[src/rtl/hit_judge_pkg.sv]
// Shared constants for the drum hit judge: grade codes, FSM state encoding, slot count.
package hit_judge_pkg;

  localparam int unsigned NUM_SLOTS = 15;
  localparam int unsigned X_W       = 8;
  localparam int unsigned DIST_W    = 9;
  localparam int unsigned IDX_W     = 4;

  localparam logic [1:0] GRADE_NONE  = 2'b00;
  localparam logic [1:0] GRADE_GREAT = 2'b01;
  localparam logic [1:0] GRADE_GOOD  = 2'b10;

  typedef enum logic [2:0] {
    ST_IDLE     = 3'd0,
    ST_DEBOUNCE = 3'd1,
    ST_JUDGE    = 3'd2,
    ST_HOLD     = 3'd3,
    ST_RELEASE  = 3'd4
  } state_e;

  // Unsigned distance between two x coordinates, widened so it never wraps.
  function automatic logic [DIST_W-1:0] abs_dist(input logic [X_W-1:0] a,
                                                 input logic [X_W-1:0] b);
    return (a >= b) ? DIST_W'(a - b) : DIST_W'(b - a);
  endfunction

endpackage

[src/rtl/hit_judge_key_debouncer.sv]
// Drum key synchronizer plus run-length counter of consecutive equal samples.
module key_debouncer #(
  parameter int unsigned DEBOUNCE_CYCLES = 250000
) (
  input  logic clk,
  input  logic rst,
  input  logic key_raw,
  output logic key_sync,
  output logic key_hi_stable_c,
  output logic key_lo_stable_c
);

  localparam int unsigned CNT_W = $clog2(DEBOUNCE_CYCLES + 1);
  localparam logic [CNT_W-1:0] CNT_MAX = CNT_W'(DEBOUNCE_CYCLES);

  logic             sync1_q, sync1_d;
  logic             sync2_q, sync2_d;
  logic             last_q, last_d;
  logic [CNT_W-1:0] cnt_q, cnt_d;

  // cnt_q counts how many consecutive synchronized samples equalled last_q, saturating.
  always_comb begin
    sync1_d = key_raw;
    sync2_d = sync1_q;
    last_d  = sync2_q;
    cnt_d   = cnt_q;
    if (sync2_q != last_q) begin
      cnt_d = CNT_W'(1);
    end else if (cnt_q != CNT_MAX) begin
      cnt_d = cnt_q + CNT_W'(1);
    end
  end

  always_ff @(posedge clk or posedge rst) begin
    if (rst) begin
      sync1_q <= 1'b0;
      sync2_q <= 1'b0;
      last_q  <= 1'b0;
      cnt_q   <= '0;
    end else begin
      sync1_q <= sync1_d;
      sync2_q <= sync2_d;
      last_q  <= last_d;
      cnt_q   <= cnt_d;
    end
  end

  assign key_sync        = sync2_q;
  assign key_hi_stable_c = last_q  && (cnt_q == CNT_MAX);
  assign key_lo_stable_c = !last_q && (cnt_q == CNT_MAX);

endmodule

[src/rtl/hit_judge.sv]
// Drum hit judge: debounces the drum key, scans 15 note slots and grades the closest one.
// Optional miss detection is enabled by defining HIT_JUDGE_MISS_EN.
module hit_judge
  import hit_judge_pkg::*;
#(
  parameter logic [7:0]  HIT_X           = 8'd40,
  parameter int unsigned GREAT_WIN       = 3,
  parameter int unsigned GOOD_WIN        = 8,
  parameter int unsigned DEBOUNCE_CYCLES = 250000,
  parameter int unsigned HOLD_CYCLES     = 1000
) (
  input  logic         CLOCK_50,
  input  logic         reset,
  input  logic         drum_key,
  input  logic [14:0]  note_active,
  input  logic [119:0] note_x,
  output logic [29:0]  judge_out,
  output logic [14:0]  note_clear,
  output logic         miss_pulse
);

  localparam int unsigned HOLD_W = $clog2(HOLD_CYCLES + 1);
  localparam logic [HOLD_W-1:0] HOLD_LAST = HOLD_W'(HOLD_CYCLES - 1);
  localparam logic [IDX_W-1:0]  SCAN_LAST = IDX_W'(NUM_SLOTS - 1);

  logic key_sync, key_hi_stable_c, key_lo_stable_c;

  key_debouncer #(
    .DEBOUNCE_CYCLES(DEBOUNCE_CYCLES)
  ) u_key_debouncer (
    .clk             (CLOCK_50),
    .rst             (reset),
    .key_raw         (drum_key),
    .key_sync        (key_sync),
    .key_hi_stable_c (key_hi_stable_c),
    .key_lo_stable_c (key_lo_stable_c)
  );

  logic [X_W-1:0] slot_x [NUM_SLOTS];

  always_comb begin
    for (int i = 0; i < NUM_SLOTS; i++) begin
      slot_x[i] = note_x[X_W*i +: X_W];
    end
  end

  state_e                state_q, state_d;
  logic [IDX_W-1:0]      scan_q, scan_d;
  logic [IDX_W-1:0]      best_idx_q, best_idx_d;
  logic [DIST_W-1:0]     best_dist_q, best_dist_d;
  logic                  best_valid_q, best_valid_d;
  logic [HOLD_W-1:0]     hold_cnt_q, hold_cnt_d;
  logic [2*NUM_SLOTS-1:0] judge_out_q, judge_out_d;
  logic [NUM_SLOTS-1:0]  note_clear_q, note_clear_d;

  logic [DIST_W-1:0] cur_dist_c;
  logic              slot_missed_c;
  logic              cand_c;
  logic              better_c;
  logic [1:0]        grade_c;

`ifdef HIT_JUDGE_MISS_EN
  localparam int unsigned MISS_TH_I = (32'(HIT_X) > GOOD_WIN) ? (32'(HIT_X) - GOOD_WIN) : 0;
  localparam logic [X_W-1:0] MISS_TH = X_W'(MISS_TH_I);

  logic [NUM_SLOTS-1:0] missed_q, missed_d;
  logic                 miss_pulse_q, miss_pulse_d;

  // A flag sticks while the note stays active; the note being shown in HOLD is exempt.
  always_comb begin
    for (int i = 0; i < NUM_SLOTS; i++) begin
      missed_d[i] = note_active[i] &&
                    (missed_q[i] ||
                     ((slot_x[i] < MISS_TH) &&
                      !((state_q == ST_HOLD) && (best_idx_q == IDX_W'(i)))));
    end
    miss_pulse_d = |(missed_d & ~missed_q);
  end

  always_ff @(posedge CLOCK_50 or posedge reset) begin
    if (reset) begin
      missed_q     <= '0;
      miss_pulse_q <= 1'b0;
    end else begin
      missed_q     <= missed_d;
      miss_pulse_q <= miss_pulse_d;
    end
  end

  assign slot_missed_c = missed_q[scan_q];
  assign miss_pulse    = miss_pulse_q;
`else
  assign slot_missed_c = 1'b0;
  assign miss_pulse    = 1'b0;
`endif

  // Ascending scan with strict less-than keeps the lowest index on ties.
  assign cur_dist_c = abs_dist(slot_x[scan_q], HIT_X);
  assign cand_c     = note_active[scan_q] && (cur_dist_c <= DIST_W'(GOOD_WIN)) && !slot_missed_c;
  assign better_c   = cand_c && (!best_valid_q || (cur_dist_c < best_dist_q));

  always_comb begin
    state_d      = state_q;
    scan_d       = scan_q;
    best_idx_d   = best_idx_q;
    best_dist_d  = best_dist_q;
    best_valid_d = best_valid_q;
    hold_cnt_d   = hold_cnt_q;
    judge_out_d  = judge_out_q;
    note_clear_d = '0;
    grade_c      = GRADE_NONE;

    unique case (state_q)
      ST_IDLE: begin
        if (key_sync) state_d = ST_DEBOUNCE;
      end
      ST_DEBOUNCE: begin
        if (!key_sync) begin
          state_d = ST_IDLE;
        end else if (key_hi_stable_c) begin
          state_d      = ST_JUDGE;
          scan_d       = '0;
          best_valid_d = 1'b0;
        end
      end
      ST_JUDGE: begin
        if (better_c) begin
          best_idx_d   = scan_q;
          best_dist_d  = cur_dist_c;
          best_valid_d = 1'b1;
        end
        if (scan_q == SCAN_LAST) begin
          if (best_valid_d) begin
            state_d    = ST_HOLD;
            hold_cnt_d = '0;
            grade_c    = (best_dist_d <= DIST_W'(GREAT_WIN)) ? GRADE_GREAT : GRADE_GOOD;
            judge_out_d = '0;
            for (int i = 0; i < NUM_SLOTS; i++) begin
              if (best_idx_d == IDX_W'(i)) judge_out_d[2*i +: 2] = grade_c;
            end
            note_clear_d[best_idx_d] = 1'b1;
          end else begin
            state_d = ST_RELEASE;
          end
        end else begin
          scan_d = scan_q + IDX_W'(1);
        end
      end
      ST_HOLD: begin
        if (hold_cnt_q == HOLD_LAST) begin
          state_d     = ST_RELEASE;
          judge_out_d = '0;
        end else begin
          hold_cnt_d = hold_cnt_q + HOLD_W'(1);
        end
      end
      ST_RELEASE: begin
        if (key_lo_stable_c) state_d = ST_IDLE;
      end
      default: begin
        state_d     = ST_IDLE;
        judge_out_d = '0;
      end
    endcase
  end

  always_ff @(posedge CLOCK_50 or posedge reset) begin
    if (reset) begin
      state_q      <= ST_IDLE;
      scan_q       <= '0;
      best_idx_q   <= '0;
      best_dist_q  <= '0;
      best_valid_q <= 1'b0;
      hold_cnt_q   <= '0;
      judge_out_q  <= '0;
      note_clear_q <= '0;
    end else begin
      state_q      <= state_d;
      scan_q       <= scan_d;
      best_idx_q   <= best_idx_d;
      best_dist_q  <= best_dist_d;
      best_valid_q <= best_valid_d;
      hold_cnt_q   <= hold_cnt_d;
      judge_out_q  <= judge_out_d;
      note_clear_q <= note_clear_d;
    end
  end

  assign judge_out  = judge_out_q;
  assign note_clear = note_clear_q;

endmodule

[config.mk]
export PLATFORM = sky130hd
export DESIGN_NAME = hit_judge
export DESIGN_NICKNAME = d
export VERILOG_FILES = /design/src/rtl/hit_judge_pkg.sv /design/src/rtl/hit_judge_key_debouncer.sv /design/src/rtl/hit_judge.sv
export SDC_FILE = /design/constraint.sdc
export NUM_CORES = 1
export LEC_CHECK = 0
export CORE_MARGIN = 2
export CORE_UTILIZATION = 44
export DETAILED_ROUTE_END_ITERATION = 10
export GPL_TIMING_DRIVEN = 0
export MAX_ROUTING_LAYER = met4
export PLACE_DENSITY = 0.79
export SLEW_MARGIN = 0
export SYNTH_ARGS = -nofsm -noshare
export SYNTH_HDL_FRONTEND = slang
export SYNTH_HIERARCHICAL = 1
export SYNTH_SLANG_ARGS = --single-unit
[constraint.sdc]
create_clock -name CLOCK_50 -period 5.1 [get_ports CLOCK_50]
set_input_delay 0.765 -clock CLOCK_50 [delete_from_list [all_inputs] [get_ports CLOCK_50]]
set_output_delay 0.765 -clock CLOCK_50 [all_outputs]
set_load 0.1 [all_outputs]
; Word level (Yosys, flattened, before mapping)
; Index checks and enable logic that the tools add are counted.
[word_totals]
regBits = 97
output_inout_bits = 46
input_bits = 138
wordCells = 137
[classes]
bitwise_logic = 2
mux = 58
eq_ne = 33
n_reduce_logical = 19
n_lt_le_gt_ge = 8
addsub = 5
[ops]
columns = op, count
row1 = two-way mux 30 bit, 3
row2 = case mux 30 bit (3 select lines), 1
row3 = two-way mux 15 bit, 3
row4 = two-way mux 18 bit, 2
row5 = binary-select mux 8 bit (select 4 bit), 1
row6 = equality test 4 bit (second input constant), 8
row7 = two-way mux 2 bit, 16
row8 = two-way mux 10 bit, 3
row9 = two-way mux 9 bit, 3
row10 = two-way mux 3 bit, 7
row11 = two-way mux 4 bit, 5
row12 = case mux 10 bit (2 select lines), 1
row13 = adder 18 x 1 -> 18 bit (second input constant), 1
row14 = equality test 18 bit (second input constant), 1
row15 = != test 18 bit (second input constant), 1
row16 = equality test 4 x 3 -> 1 bit (second input constant), 4
row17 = two-way mux 8 bit, 2
row18 = case mux 3 bit (5 select lines), 1
row19 = != test 2 bit (second input constant), 7
row20 = AND reduction 4 bit, 3
row21 = adder 10 x 1 -> 10 bit (second input constant), 1
row22 = equality test 10 bit (second input constant), 1
row23 = less-than comparator 4 x 5 -> 1 bit (second input constant), 2
row24 = less-or-equal comparator 9 x 2 -> 1 bit (second input constant), 1
row25 = 32 further kinds, 47

; Logic depth before layout (Yosys ltp)
; Gate-level depths: netlist of run 1.
[logic_depth]
depth_word = 18
depth_mapped = 22
mapped_depth_nobuf = 18

; Cells and area by module
; Netlist of run 1, hierarchy kept.
[by_module_without_submodules]
columns = mod, n_inst, cells_each, area_per_inst_um2, seq_area_each_um2
row1 = hit_judge, 1, 497, 5243.8, 1901.8
row2 = key_debouncer, 1, 107, 1054.8, 525.5

; Worst setup path before layout of run 1
; OpenSTA, ideal clock, no wires.
[synth_timing]
path_type = in2reg
startpoint = in note_x[60]
endpoint = reg judge_out_q[16] (netlist: judge_out[16])
required_time_ps = 4977
slack_ps = 182
arrival_time_ps = 4795
setup_time_ps = 123
cell_stages = 18
n_path_buf = 2
cell_sequence = mux4_2 > or2_2 > a32o_1 > inv_1 > ha_1 > clkbuf_1 > a211oi_1 > nor3_1 > xor2_1 > ha_1 > a21o_1 > a21oi_1 > a211oi_1 > o31a_1 > nor4b_4 > and4bb_1 > buf_2 > a32o_1
[synth_via]
elab_chain_len = 16
word_cells_on_any_way = 27
cone_classes = 2 x add/sub / 4 x order compare / 2 x eq/ne / 15 x mux / 4 x reduce/logical
[synth_lines]
columns = item, line
row1 = from (decl), hit_judge.sv:16  ; input logic [119:0] note_x,
row2 = binary-select mux 8 bit (select 4 bit) (*), hit_judge.sv:98  ; assign cur_dist_c = abs_dist(slot_x[scan_q], HIT_X);
row3 = two-way mux 8 bit (implied by the code) (*) (2 in series), hit_judge.sv:98
row4 = subtractor 6 x 8 -> 9 bit (tied with other cells), hit_judge_pkg.sv:24  ; return (a >= b) ? DIST_W'(a - b) : DIST_W'(b - a);
row5 = two-way mux 9 bit (*), hit_judge_pkg.sv:24
row6 = less-or-equal comparator 9 x 4 -> 1 bit / less-than comparator 9 bit (equally long branches), "hit_judge.sv:99, hit_judge.sv:100"
row7 = logical AND 1 bit / logical OR 1 bit (equally long branches), "hit_judge.sv:99, hit_judge.sv:100"
row8 = logical AND 1 bit, hit_judge.sv:100  ; assign better_c = cand_c && (!best_valid_q || (cur_dist_c < best_dist_q));
row9 = two-way mux 9 bit, hit_judge.sv:127  ; if (better_c) begin
row10 = two-way mux 9 bit, hit_judge.sv:113  ; unique case (state_q)
row11 = less-or-equal comparator 9 x 2 -> 1 bit, hit_judge.sv:136  ; grade_c = (best_dist_d <= DIST_W'(GREAT_WIN)) ? GRADE_GREAT : GRADE_GOOD;
row12 = two-way mux 2 bit, hit_judge.sv:136
row13 = two-way mux 2 bit, hit_judge.sv:139  ; if (best_idx_d == IDX_W'(i)) judge_out_d[2*i +: 2] = grade_c;
row14 = two-way mux 30 bit, hit_judge.sv:133  ; if (best_valid_d) begin
row15 = two-way mux 30 bit, hit_judge.sv:132  ; if (scan_q == SCAN_LAST) begin
row16 = case mux 30 bit (3 select lines), hit_judge.sv:113
row17 = to (signal assigned), hit_judge.sv:184  ; judge_out_q <= judge_out_d;
row18 = to (decl), hit_judge.sv:53  ; logic [2*NUM_SLOTS-1:0] judge_out_q, judge_out_d;
; Mark *: on every way between the ends. The rest lies on a longest branch, timed or not. The select of a mux whose other input is x is not followed.
; A chain may end at the register's enable or synchronous reset.

; Final worst setup path of run 1
[layout_timing]
startpoint = in note_x[60]
endpoint = reg judge_out_q[17] (netlist: judge_out[17])
; The elaborated chain is that of the path after synthesis.

==> impl_metrics.toml, run 1 <==
[cts]
cts_buffer_depth = 2
cts_tree = "yes"
cts-root-buf = "clkbuf_16"
numCtsBuffers = 9
clock_latency_ns = 0.35
clock_sinks = 97
hold_buffers = 0
htreeDepth = 3
clk_pin_slew_ns = 0.07

[timing]
max_slew_margin_pct = 31.47
maxSlewViolCount = 0
fmax_mhz = 196.2
setup_viol_count_final = 0
fin_ws_ns = 0.002812
finalCriticalPeriod_ns = 5.097
grt_setup_unrepaired = "true"
fin_skew_ns = 0.009196
finalCritPeriodShare_pct = 99.94
hold_violations = 0
tightest_slew_ns = 1.025
hold_ws_ns = 0.3477

[power]
ir_drop_v = 0.0002386
p_per_area_nw_per_um2 = 192.0
power.static_leakage_nw = 3.824

[worst_setup_path]
rrSetupSlack_ns = 0.07
cp.arrival_ns = 5.34
cp_data_required_time_ns = 5.34
crit_family = "compound AO/OA/AOI/OAI gates"
critical-path-slowest-cell = "mux4_2"
cp_cell_sequence = "clkdlybuf4s50_1 > mux4_2 > or2_2 > a32o_2 > inv_4 > buf_6 > ha_1 > inv_1 > o41ai_4 > nand2_4 > nand3_4 > o311ai_4 > ha_4 > a21oi_2 > o22ai_2 > o31a_1 > nor4b_4 > buf_4 > and4bb_2 > buf_6 > a32o_1"
timing.critical_path.mode_cell = "buf_6"
slowest_delay_ns = 0.47
cp.buffers_inverters = 6
worst-setup-path-type = "input pin to register"
endpoint_kind = "register"
cp_max_fo = 5
worst_setup_path_start_kind = "input pin"

[logic_synthesis]
ys_warn_count = 6
synthArstFlopShare_pct = 100.0
synth_cell_types = 82
synth_edf_count = 0
synth.avg_cell_area_um2 = 10.43
syn_nets = 760
synth_ff_type = "dfrtp_1"
syn-cell-area_um2 = 6299
synth_cells = 604
ys_seq_elements = 97
ys_seq_area_share_pct = 38.54

[hold_path]
hp-class = "register to register"

[floorplanning]
core_area_um2 = 13930
initial_core_util_pct = 45.20
fp-row-count = 43
dieArea_um2 = 15290
io_pins = 184
die_x_um = 123.6
die_h_um = 123.6

[place]
place_congestion = 0.9575
pre_cts_ws_ns = -0.9627
hpwl_um = 14920
portBuffers = 182

[finish]
final_nets = 978
final_common_cell = "clkdlybuf4s50_1"
drive_gt1_share_pct = 20.56
diodes = 0
fill_cells = 1055
final_cell_mix = "clkdlybuf4s50_1, dfrtp_1, nor2_1"
area_delta_synth_final_pct = 48.55

[global_routing]
grt_pass1_wl_um = 32150
grt_max_degree = 77
first_global_vias = 6274
track_usage_pct = 28.15
antenna_found_initial = 0
gr-total-overflow = 0

[routing]
finalWirelength_um = 20590
drtIter0Drc = 626
vias = 6002
antenna_left = 0
first_pass_iters = 5
drc = 0
routedWlPerCell_um = 20.45
via_per_inst = 5.960

[run_status]
outcome = "finished clean"

[job]
maxCapViolations = 0
==> final timing paths <==
check / to / depth (start not counted) / from
worst max-delay path: judge_out[17] / 21 / note_x[60]
min in group asynchronous: u_key_debouncer/cnt_q[3] / 2 / reset
max in group asynchronous: best_dist_q[1] / 2 / reset
worst max register to register: judge_out[17] / 20 / scan_q[3]
worst min-delay path: u_key_debouncer/key_sync / 0 / u_key_debouncer/sync1_q
worst min register to register: u_key_debouncer/key_sync / 0 / u_key_debouncer/sync1_q
==> per-layer routing <==
metal | global-route usage (%) | share of wire [%] | up-vias
met5 | - | 0 | -
met4 | 8.736 | 2.5 | 0
met3 | 4.808 | 5.8 | 45
met2 | 46.26 | 52 | 244
met1 | 35.72 | 40 | 2986
li1 | - | - | 2727
==> synthesized netlist by cell type, drive strengths merged (3+ instances only) <==
master   count  area share (%)
xnor2        7             1.1
a32o        24             3.8
nand2       34             2.1
clkbuf      15            0.89
dfrtp       97              39
nand3       12            0.95
mux2        19             3.4
a221o        5            0.79
inv         29             1.7
nor2b        9            0.89
nand2b       5            0.50
nor4         3            0.30
or4b         3            0.48
and4         4            0.58
nor2        51             3.0
o221ai       4            0.56
xor2        18             2.5
o31ai        6            0.72
and2        10            0.99
a31oi        3            0.30
ha          18             3.6
nand4       11             1.1
o211ai       6            0.79
nor3        14             1.1
o211a        3            0.48
o2bb2ai      6            0.83
and3         4            0.40
nor3b        7            0.83
a22o         4            0.56
a211o        6            0.83
nor4b        3            0.75
a211oi       3            0.44
buf         21             2.0
or2          4            0.40
or4          6            0.74
o21a         5            0.60
or3          6            0.68
o21ai       17             1.5
a21oi       20             1.6
mux2i       26             4.1
mux4        22             7.9
==> cells by family after synthesis <==
kind of cell	Yosys count	synth area share, %
and+or+nand+nor	195	17.28
adders and majority gates	18	3.576
xor gates and xnor gates	25	3.596
AOI/OAI and AO/OA	135	16.91
buffers and inverters	66	4.648
other	1	0.05954
muxes	67	15.40
DFF	97	38.54
==> through the flow <==
step                area, µm²  util [%]  std cells  power, mW  setup TNS [ns]
global route             9356     67.15       1007      1.870          -1.850
global placement         8346     59.89        966      1.078          -50.52
detailed placement       8348     59.91        966      1.090          -50.41
CTS                      8950     64.23        991      1.780               0
floorplan                6299         -        604     0.9426               0
finish                   9356     67.15       1007      1.796               0
==> flip-flops by register name (all words and copies together), names as in the netlist <==
signal	flops
best_dist_q	9
best_idx_q	4
best_valid_q	1
hold_cnt_q	10
judge_out	30
note_clear	15
scan_q	4
state_q	3
u_key_debouncer/cnt_q	18
u_key_debouncer/key_sync	1
u_key_debouncer/last_q	1
u_key_debouncer/sync1_q	1
==> worst reg2reg max path: stages, from the launching register on <==
cell and delay [ns]:
dfrtp_1 0.32, buf_2 0.21, buf_2 0.30, buf_2 0.35
mux2i_1 0.16, o22a_2 0.33, ha_4 0.22, buf_12 0.13
buf_4 0.14, inv_1 0.11, nand3_1 0.09, a311oi_1 0.54
ha_1 0.37, nand3_2 0.10, o22ai_2 0.10, o31a_1 0.35
nor4b_4 0.21, buf_4 0.19, and4bb_2 0.30, buf_6 0.15
a32o_1 0.25
==> power breakdown <==
group	switching [mW]	internal, mW
clock network	0.305	0.365
registers	0.00924	0.779
logic	0.154	0.183
==> layout make-up <==
cell class                      count  area [µm²]  share of cell area, %
Clock buffer                       11       252.7                  2.701
Buffer                             34       245.2                  2.621
Timing Repair Buffer              209        2063                  22.05
Sequential cell                    97        2427                  25.94
Multi-Input combinational cell    441        3976                  42.50
Tap cell                          180       225.2                  2.407
Clock inverter                      5       46.29                 0.4948
Inverter                           30       120.1                  1.284
==> what timing repair did <==
action	CTS	global route
gates cloned	1	1
resized for setup	53	59
pin swaps	13	31
buffers inserted	10	15
setup endpoints to repair	58	58
endpoints found under the hold margin	0	0
Note: power is estimated with default switching activity, not from simulation.
==> run 2, diff against run 1 <==
- CORE_MARGIN: 2 -> 4
- PLACE_DENSITY: 0.79 -> 0.89
==> impl_metrics.toml, run 2 (same netlist as run 1, synthesis figures left out) <==
[timing]
tightest_slew_ns = 1.406
fin_skew_ns = 0.01099
fmax_mhz = 197.1
finalCritPeriodShare_pct = 99.47
setup_viol_count_final = 0
maxSlewViolCount = 0
finalCriticalPeriod_ns = 5.073
hold_violations = 0
tns_ns = 0
max_slew_margin_pct = 6.085
fin_ws_ns = 0.02724

[worst_setup_path]
rr_worst_depth = 20
reg2reg_from = "scan_q[3]"
worst-setup-path-type = "input pin to register"
cp_data_required_time_ns = 5.40
cp.arrival_ns = 5.37
r2r-end = "judge_out[0]"
rrSetupSlack_ns = 0.04
worst_setup_path_start_kind = "input pin"
cp_max_fo = 7
endpoint_kind = "register"

[routing]
finalWirelength_um = 20750
drtIter0Drc = 584
vias = 6194
routedWlPerCell_um = 20.59
via_per_inst = 6.145
drc = 0
first_pass_iters = 7
antenna_left = 0

[place]
place_congestion = 0.9444
hpwl_um = 14460
pre_cts_ws_ns = -0.9985
portBuffers = 182
dp.cells = 967

[hold_path]
min_to = "u_key_debouncer/key_sync"
hp-class = "register to register"
hold_depth = 0
min-delay-start = "u_key_debouncer/sync1_q"

[power]
ir_drop_v = 0.0001578
total_power_mw = 1.843
power.static_leakage_nw = 3.820
p_per_area_nw_per_um2 = 199.1

[global_routing]
antenna_found_initial = 0
track_usage_pct = 24.54
grt_pass1_wl_um = 30830
first_global_vias = 5948
grt_max_degree = 74
gr-total-overflow = 0

[floorplanning]
die_h_um = 127.6
die_x_um = 127.6
fp-row-count = 43
dieArea_um2 = 16290
core_area_um2 = 13930
initial_core_util_pct = 45.20
io_pins = 184

[finish]
layout.cells.non_filler = 1008
final_common_cell = "clkdlybuf4s50_1"
final_nets = 979
area_delta_synth_final_pct = 46.98
final_cell_mix = "clkdlybuf4s50_1, dfrtp_1, nor2_1"
largest_reg_flops = 30
diodes = 0
drive_gt1_share_pct = 19.20

[cts]
clk_pin_slew_ns = 0.08
cts_buffer_depth = 2
cts_tree = "yes"
clock_sinks = 97
numCtsBuffers = 9
clock_latency_ns = 0.36
cts-root-buf = "clkbuf_16"
htreeDepth = 3

[job]
maxCapViolations = 0

[run_status]
outcome = "finished clean"
[run 2: cell count changes in the layout (fill, tap and decap cells not counted), sizes merged]
cell           change
bufinv             +1
clkdlybuf4s50      -2
dlymetal6s2s       +2
clkinv             -2
clkinvlp           +1
inv                +2
clkbuf             -1
[run 2: worst max-delay path by stage]
stage	startpoint	end	slack (ns)	depth (start not counted)
floorplan	note_x[60]	judge_out[16]	0.18	18
global placement	note_x[60]	judge_out[18]	-0.94	19
detailed placement	note_x[60]	judge_out[19]	-1.0	19
CTS	note_x[60]	best_idx_q[1]	0.00008	18
global route	scan_q[3]	judge_out[1]	-0.13	20
finish	note_x[24]	judge_out[0]	0.03	20
[run 2: layer usage]
layer	wire [µm]	GRT usage, %	up-vias
met5	0	-	-
met1	7912	30.12	3057
met3	1582	4.849	90
li1	-	-	2729
met4	746	5.993	0
met2	10510	41.90	318
[run 2: repair_timing]
action | CTS | global route
cloned | 0 | 1
pin swaps | 16 | 21
resized for setup | 44 | 43
setup buffers | 10 | 18
endpoints found under the setup margin | 58 | 58
hold buffers | 0 | 0
hold endpoints to repair | 0 | 0
[run 2: cell type report]
type,instances,area [µm²]
Multi-Input combinational cell,441,3855
Tap cell,180,225.2
Clock inverter,7,90.09
Inverter,30,126.4
Buffer,34,222.7
Fill cell,1002,4677
Sequential cell,97,2429
Clock buffer,9,225.2
Timing Repair Buffer,210,2085
[run 2: metrics by stage]
step	instance area, µm²	utilization [%]	hold WS (ns)
2_1_floorplan	6299	-	0.3312
3_3_place_gp	8346	59.89	0.3334
3_5_place_dp	8376	60.11	0.3409
4_1_cts	8936	64.13	0.3562
5_1_grt	9258	66.44	0.3583
6_report	9258	66.44	0.3621
[run 2: report_power, final]
part	total, mW	leakage (nW)	internal, mW	switching (mW)
registers	0.788	1.30	0.779	0.00862
logic	0.329	2.37	0.179	0.150
clock network	0.727	0.156	0.395	0.332
[run 2: critical path, stage by stage]
cell and delay [ns]:
clkdlybuf4s50_1 0.40, mux4_2 0.51, a32oi_1 0.23, o211ai_1 0.19, inv_2 0.15, ha_4 0.17
inv_4 0.05, o21a_1 0.21, xnor2_1 0.16, a21boi_0 0.42, nor2_1 0.13, ha_1 0.32
nand2_1 0.05, a211oi_1 0.26, o31a_1 0.24, nor4b_4 0.08, buf_4 0.20, buf_4 0.14
nor4b_4 0.44, a32o_1 0.25
